[src/rtl/bg_level_ctrl_pkg.sv]
// -----------------------------------------------------------------------------
// bg_level_ctrl_pkg
// Shared game-side types for the background level sequencer and the
// background drawer.
//   bg_ctrl_state_t : sequencer states (IDLE, FADE_OUT, SWAP, FADE_IN)
//   level_t         : 2-bit background level index
//   FADE_MAX        : full-brightness fade value
// -----------------------------------------------------------------------------
package bg_level_ctrl_pkg;

    typedef logic [1:0] level_t;

    typedef enum logic [1:0] {
        IDLE     = 2'd0,
        FADE_OUT = 2'd1,
        SWAP     = 2'd2,
        FADE_IN  = 2'd3
    } bg_ctrl_state_t;

    localparam logic [3:0] FADE_MAX = 4'd15;

endpackage

[src/rtl/bg_level_ctrl_frame_tick_gen.sv]
// -----------------------------------------------------------------------------
// frame_tick_gen
// One-cycle frame tick on the rising edge of vertical blank.
// Ports:
//   clk   in  : pixel clock
//   rst   in  : asynchronous reset, active-high
//   vblnk in  : vertical blank from the VGA timing chain
//   tick  out : high for one cycle when vblnk rises
// -----------------------------------------------------------------------------
module frame_tick_gen (
    input  logic clk,
    input  logic rst,
    input  logic vblnk,
    output logic tick
);

    logic vblnk_prev;

    // The history bit resets high: coming out of reset inside blanking must
    // not look like a fresh rising edge.
    // NOTE: sequential state is written with non-blocking assignments only, so
    // every flop samples pre-edge values regardless of block ordering.
    always_ff @(posedge clk or posedge rst) begin
        if (rst) begin
            vblnk_prev <= 1'b1;
        end else begin
            vblnk_prev <= vblnk;
        end
    end

    assign tick = vblnk & ~vblnk_prev;

endmodule

[src/rtl/bg_level_ctrl.sv]
// -----------------------------------------------------------------------------
// bg_level_ctrl
// Background level sequencer: on a level-up/down request it fades the picture
// out, swaps the level, and fades back in. Every level/fade update lands on
// the cycle after a frame tick, i.e. inside vertical blanking.
// Parameters:
//   FADE_STEP_FRAMES : frame ticks per fade step (1..255)
//   MAX_LEVEL        : highest level index (level is 2 bits wide)
// Ports:
//   clk           in  : pixel clock
//   rst           in  : asynchronous reset, active-high
//   vblnk         in  : vertical blank
//   req_up        in  : request next level
//   req_down      in  : request previous level
//   restart       in  : synchronous force to level 0, full brightness, idle
//   level         out : current background level
//   fade          out : brightness, 15 = full, 0 = black
//   busy          out : high whenever the sequencer is not idle
//   level_changed out : one-cycle pulse on the cycle level updates
// -----------------------------------------------------------------------------
module bg_level_ctrl
    import bg_level_ctrl_pkg::*;
#(
    parameter int FADE_STEP_FRAMES = 2,
    parameter int MAX_LEVEL        = 3
) (
    input  logic       clk,
    input  logic       rst,
    input  logic       vblnk,
    input  logic       req_up,
    input  logic       req_down,
    input  logic       restart,
    output logic [1:0] level,
    output logic [3:0] fade,
    output logic       busy,
    output logic       level_changed
);

    localparam logic [7:0] STEP_LAST = 8'(FADE_STEP_FRAMES - 1);
    localparam level_t     LEVEL_TOP = level_t'(MAX_LEVEL);

    bg_ctrl_state_t state;
    level_t         target;
    logic [7:0]     frame_cnt;
    logic           tick;

    frame_tick_gen u_tick_gen (
        .clk   (clk),
        .rst   (rst),
        .vblnk (vblnk),
        .tick  (tick)
    );

    // busy is registered alongside each state change rather than decoded from
    // state, so every output comes straight from a flop.
    always_ff @(posedge clk or posedge rst) begin
        if (rst) begin
            state         <= IDLE;
            target        <= '0;
            frame_cnt     <= '0;
            level         <= '0;
            fade          <= FADE_MAX;
            busy          <= 1'b0;
            level_changed <= 1'b0;
        end else begin
            level_changed <= 1'b0;

            if (restart) begin
                state     <= IDLE;
                target    <= '0;
                frame_cnt <= '0;
                level     <= '0;
                fade      <= FADE_MAX;
                busy      <= 1'b0;
            end else begin
                case (state)
                    // A tick coinciding with an accepted request is not
                    // counted: the counter starts from zero in FADE_OUT.
                    IDLE: begin
                        if (req_up && !req_down && (level < LEVEL_TOP)) begin
                            target    <= level_t'(level + 2'd1);
                            frame_cnt <= '0;
                            state     <= FADE_OUT;
                            busy      <= 1'b1;
                        end else if (req_down && !req_up && (level != 2'd0)) begin
                            target    <= level_t'(level - 2'd1);
                            frame_cnt <= '0;
                            state     <= FADE_OUT;
                            busy      <= 1'b1;
                        end
                    end

                    FADE_OUT: begin
                        if (tick) begin
                            if (frame_cnt == STEP_LAST) begin
                                frame_cnt <= '0;
                                fade      <= fade - 4'd1;
                                // fade is about to reach 0; stopping here is
                                // what keeps it from wrapping.
                                if (fade == 4'd1) begin
                                    state <= SWAP;
                                end
                            end else begin
                                frame_cnt <= frame_cnt + 8'd1;
                            end
                        end
                    end

                    SWAP: begin
                        if (tick) begin
                            level         <= target;
                            level_changed <= 1'b1;
                            frame_cnt     <= '0;
                            state         <= FADE_IN;
                        end
                    end

                    FADE_IN: begin
                        if (tick) begin
                            if (frame_cnt == STEP_LAST) begin
                                frame_cnt <= '0;
                                fade      <= fade + 4'd1;
                                if (fade == FADE_MAX - 4'd1) begin
                                    state <= IDLE;
                                    busy  <= 1'b0;
                                end
                            end else begin
                                frame_cnt <= frame_cnt + 8'd1;
                            end
                        end
                    end

                    default: begin
                        state <= IDLE;
                        busy  <= 1'b0;
                    end
                endcase
            end
        end
    end

endmodule

[config.mk]
export PLATFORM = sky130hd
export DESIGN_NAME = bg_level_ctrl
export DESIGN_NICKNAME = d
export VERILOG_FILES = /design/src/rtl/bg_level_ctrl_pkg.sv /design/src/rtl/bg_level_ctrl_frame_tick_gen.sv /design/src/rtl/bg_level_ctrl.sv
export SDC_FILE = /design/constraint.sdc
export NUM_CORES = 1
export LEC_CHECK = 0
export CORE_UTILIZATION = 44
export DETAILED_ROUTE_END_ITERATION = 10
export GPL_TIMING_DRIVEN = 1
export PLACE_DENSITY = 0.66
export SYNTH_ARGS = -nofsm -noshare
export SYNTH_HDL_FRONTEND = slang
export SYNTH_SLANG_ARGS = --single-unit
[constraint.sdc]
create_clock -name clk -period 3.8 [get_ports clk]
set_input_delay 0.76 -clock clk [delete_from_list [all_inputs] [get_ports clk]]
set_output_delay 0.76 -clock clk [all_outputs]
set_load 0.02 [all_outputs]
After elaboration in Yosys (flattened, before gate mapping):

Cells that the tools add are included.

* reduce and logical (&&, ||, !) cells: 21
* add/sub/neg operators: 5
* magnitude comparators: 1
* mux-type cells: 41
* eq/ne operators: 15
* bitwise logic cells: 2

Operators by type and width (count)
* $mux W8: 6
* $mux W2: 17
* $pmux W8 S3: 1
* $ne A3 B3 Y1 const B: 7
* $mux W4: 5
* $reduce_and A5 Y1: 2
* $mux W1: 9
* $reduce_bool A3 Y1: 3
* $add A8 B1 Y8 const B: 1
* $eq A8 B1 Y1 const B: 1
* $pmux W2 S4: 1
* $pmux W4 S2: 1
* $reduce_and A8 Y1: 1
* $reduce_bool A2 Y1: 4
* $add A4 B1 Y4 const B: 1
* $eq A2 B2 Y1 const B: 2
* $eq A4 B1 Y1 const B: 1
* $eq A4 B4 Y1 const B: 1
* $logic_and A1 B1 Y1: 4
* $ne A4 B4 Y1 const B: 1
* $reduce_and A2 Y1: 2
* $sub A4 B1 Y4 const B: 1
* $ne A3 B1 Y1 const B: 1
* $reduce_and A3 Y1: 1
* other kinds (10): 11

* logic and storage cells: 93
* output and inout bits: 8
* flip-flop bits (word level): 21
* input port bits: 6

Depth between registers and ports, before layout:

* word-level depth: 7
* depth in mapped cells: 6
* gate-level depth less buffers: 6

Cells and area by module:

From an unflattened synthesis, not the netlist that was laid out.

* cells, all modules: 145
* area total of the unflattened synthesis: 1470.2 um^2

Modules (own cells, without submodules)
* bg_level_ctrl: cells an instance 142, times used 1, area an instance 1426.4 um^2, sequential area each 505.5 um^2
* frame_tick_gen: cells an instance 3, times used 1, area an instance 43.8 um^2, sequential area each 26.3 um^2

Worst setup path after synthesis:

No wires, ideal clock.

* path kind: reg2reg
* from: register fade[0]
* to: register state[0]
* path buffers: 0
* cell stages (with the launch flop): 6
* period minus slack after synthesis: 1905 ps
* setup slack: 1895 ps
* required time: 3675 ps
* library setup time: 125 ps
* data arrival time: 1781 ps
* path through: dfstp_2 -> ha_1 -> or3b_2 -> a2bb2oi_1 -> o2111ai_1 -> mux2_2

* cells in the longest elaborated chain, start to end: 3
* elaborated cells on any way between the ends: 5
* classes of those cells: eq/ne: 4; reduce/logical: 1

RTL lines
* start, declared: line bg_level_ctrl.sv:34 `output logic [3:0] fade,`
* start signal, assigned: line bg_level_ctrl.sv:97 `fade <= fade - 4'd1;`
* start signal, assigned: line bg_level_ctrl.sv:122 `fade <= fade + 4'd1;`
* $eq A4 B1 Y1 / $eq A4 B4 Y1 (equally long branches): line bg_level_ctrl.sv:100, bg_level_ctrl.sv:123
* $ne A3 B3 Y1 (no line)
* $reduce_and A8 Y1 (no line) (*)
* end signal, assigned: line bg_level_ctrl.sv:101 `state <= SWAP;`
* end signal, assigned: line bg_level_ctrl.sv:114 `state <= FADE_IN;`
* end signal, assigned: line bg_level_ctrl.sv:124 `state <= IDLE;`
* end, declared: line bg_level_ctrl.sv:42 `bg_ctrl_state_t state;`

Mark *: on every way between the ends. The rest lies on a longest branch, timed or not.
A chain may end at the register's enable or synchronous reset.

Worst setup path in the final report:

* from: input vblnk
* to: register fade[2]

* cells in the longest elaborated chain, start to end: 3
* elaborated cells on any way between the ends: 4
* classes of those cells: eq/ne: 2; bitwise: 1; reduce/logical: 1

RTL lines
* start, declared: line bg_level_ctrl.sv:29 `input logic vblnk,`
* $and A1 B1 Y1 (*): line bg_level_ctrl_frame_tick_gen.sv:31 `assign tick = vblnk & ~vblnk_prev;`
* $ne A3 B3 Y1 (no line)
* $reduce_and A5 Y1 (no line) (*)

Marked as above.

==> summary.md <==
| Metric | Value |
|---|---|
| Violated checks | DRC |
| First-pass GRT wire length | 4.91 mm |
| Die area | 3350 um^2 |
| Yosys cell types | 47 |
| Skew-Pair Late Insertion Delay | 0.30 ns |
| Synth-to-layout area growth | 12.9% |
| Row cnt | 19 |
| Min-Delay Path Depth | 1 |
| Clock root buffer | clkbuf_4 |
| Setup-failing EPs final | 0 |
| Asr flop ratio synth | 1.00 |
| Ys Warns | 0 |
| DRT iter0 DRCs | 38 |
| Number of global-route vias before repair | 1,113 |
| Clock-pin slew on the worst setup and hold paths | 0.12 ns |
| Max Cap Violations | 0 |
| Vias | 1,098 |
| Initial core utilization | 0.481 |
| Synth Register Bits | 21 |
| CTS max path bufs | 2 |
| Critical path startpoint category | input pin |
| Synth Flop Type | dfrtp_1 |
| GPL Wtd Cong | 0.815 |
| # diodes | 0 |
| GRT Total Usage | 0.191 |
| Synth area leaders | dfrtp_1, dfstp_2, ha_1 |
| Gate power share | 0.413 |
| HPWL Detailed | 2.14 mm |
| Sw Share | 0.374 |
| Max_slew headroom | 0.446 |
| PwrDens | 433 nW/um^2 |
| GR Overflow Total | 0 |
| Leak | 0.634 nW |
| Synth area leader | dfrtp_1 |
| EDFF count, synth | 0 |
| # fillers | 276 |
| Tcrit/Tclk final | 0.650 |
| WP data required | 4.03 ns |
| Area of the multi-input gates | 782 um^2 |
| CTS sink cnt | 21 |
| Post-DRT Antenna Nets | 0 |
| Seq/Total Area, Yosys | 0.387 |
| Most frequent cells in the layout | dfrtp_1, clkdlybuf4s50_1, nor2_1, inv_1, ha_1 |
| Synth top area share | 0.292 |
| Status | finished, violations left |
| Post-route DRC | 1 |
| CP Capture Type | flop |
| Most common cell after layout, fill and taps aside | dfrtp_1 |
| Die H | 57.9 um |
| Mapped Area | 1370 um^2 |
| Number of port buffers | 13 |
| Share of cells above drive strength 1 | 0.159 |
| Gates resized, CTS repair | 0 |
| HP Class | flop to flop |
| Int Pwr | 0.420 mW |
| Avg Cell Area, Syn | 9.95 um^2 |
| Core box area | 2850 um^2 |
| Worst R2R Setup Slack | 1.85 ns |
| Fmax | 0.405 GHz |
| Cts bufs inserted | 3 |
| Setup TNS Final | 0 ns |
| Antenna violations before repair | 0 |
| R2R cell count | 5 |
| Clk_skew | 0.00246 ns |
| TritonCTS clock tree | done |
| CP max FO | 9 |
| H-tree depth | 1 |
| Sequential share of power | 0.424 |
| Crit Path Class | input pin to flop |
| Synth Instances | 138 |
| Final net count | 168 |
| Slew @ Worst Pin | 0.830 ns |
| Unrepaired setup endpoints after global routing | false |
| Largest net degree at the start of global routing | 22 |
| Die width | 57.9 um |
| Postcts setup bufs | 0 |
| Post-layout min period | 2.47 ns |
| Arrival time worst endpoint | 2.70 ns |
| Total net switching power | 0.251 mW |
| Reg area | 532 um^2 |
| Final Hold Fails | 0 |
| Syn_nets | 154 |
| Total Wirelength | 2.90 mm |
| Max VDD drop | 0.233 mV |
| Final design utilization | 0.543 |
| IO Pins | 14 |
| Post-CTS Hold Fix Bufs | 0 |
| Via-to-Cell Ratio | 6.03 |
| DR pass1 iterations | 7 |
| Clock Power Share | 0.163 |
| Post-DR wirelength/cell | 16.0 um |
| Slew Limit Fails | 0 |
routing by layer:
metal / share of wire / vias up / track usage
li1: - / 533 / -
met1: 0.46 / 544 / 0.247
met2: 0.49 / 17 / 0.305
met3: 0.033 / 4 / 0.0290
met4: 0.011 / 0 / 0.105
met5: 0 / - / 0
through the flow:
| step | setup slack, ns | total power, mW | instance area, um^2 | hold WS [ns] | instances |
|---|---|---|---|---|---|
| 4_1_cts | 1.35 | 0.679 | 1550 | 0.539 | 182 |
| 5_1_grt | 1.20 | 0.717 | 1550 | 0.557 | 182 |
| 3_5_place_dp | 1.01 | 0.565 | 1520 | 0.508 | 178 |
| 3_3_place_gp | 1.09 | 0.555 | 1520 | 0.494 | 178 |
| 2_1_floorplan | 1.89 | 0.491 | 1370 | 0.479 | 138 |
| 6_report | 1.33 | 0.671 | 1550 | 0.536 | 182 |
layout make-up:
class / instances / area share
Multi-Input combinational cell: 102 / 0.504
Clock buffer: 4 / 0.0169
Inverter: 11 / 0.0266
Sequential cell: 21 / 0.343
Timing Repair Buffer: 13 / 0.0839
Tap cell: 31 / 0.0250
synth_stat cells, types with 2 or more instances:
cell / instances
a21oi_1: 4
xor2_1: 2
a311o_1: 2
or3_1: 2
buf_2: 2
mux2_2: 4
nand2_1: 9
a211oi_1: 2
a32o_1: 2
dfstp_2: 5
inv_1: 11
a22o_1: 3
ha_1: 10
dfrtp_1: 16
o22ai_1: 3
o31ai_1: 3
nand2b_1: 4
nor2_1: 11
o21ai_0: 4
nand3_1: 6
mux2i_1: 3
nor3_2: 2
or4_1: 2
nor2b_1: 3
power by group through the flow:
| stage | clock [mW] | sequential [mW] | combinational (mW) |
|---|---|---|---|
| floorplan | 0 | 0.290 | 0.202 |
| global placement | 0 | 0.285 | 0.270 |
| detailed placement | 0 | 0.287 | 0.278 |
| CTS | 0.116 | 0.283 | 0.279 |
| global route | 0.121 | 0.287 | 0.308 |
| finish | 0.109 | 0.284 | 0.277 |
cell families (layout without fill, tap and decap cells):
group / count (synthesis) / after routing / share of synthesized area
AOI/OAI and AO/OA: 33 / 33 / 0.191
muxes: 7 / 7 / 0.0547
and+or+nand+nor: 49 / 49 / 0.213
buffers and inverters: 15 / 28 / 0.0428
DFF: 21 / 21 / 0.387
adders and majority gates: 10 / 10 / 0.0912
xor gates and xnor gates: 3 / 3 / 0.0191
flip-flops by register name, summed over array words and instances (netlist names):
| register | count |
|---|---|
| level_changed | 1 |
| busy | 1 |
| frame_cnt | 8 |
| fade | 4 |
| u_tick_gen.vblnk_prev | 1 |
| state | 2 |
| level | 2 |
| target | 2 |
worst paths after layout:
check | from | endpoint
max | vblnk | fade[2]
max in group asynchronous | rst | target[0]
max reg2reg | state[0] | frame_cnt[0]
min reg2reg | target[0] | target[0]
min in group asynchronous | rst | frame_cnt[3]
min | target[0] | target[0]
worst max-delay path: stages:
cell and delay [ns]:
clkdlybuf4s50_1 0.47, nor2b_1 0.59, nand4b_2 0.32, o21ai_1 0.20, or3b_1 0.35
Power figures use the tool's default switching activity.
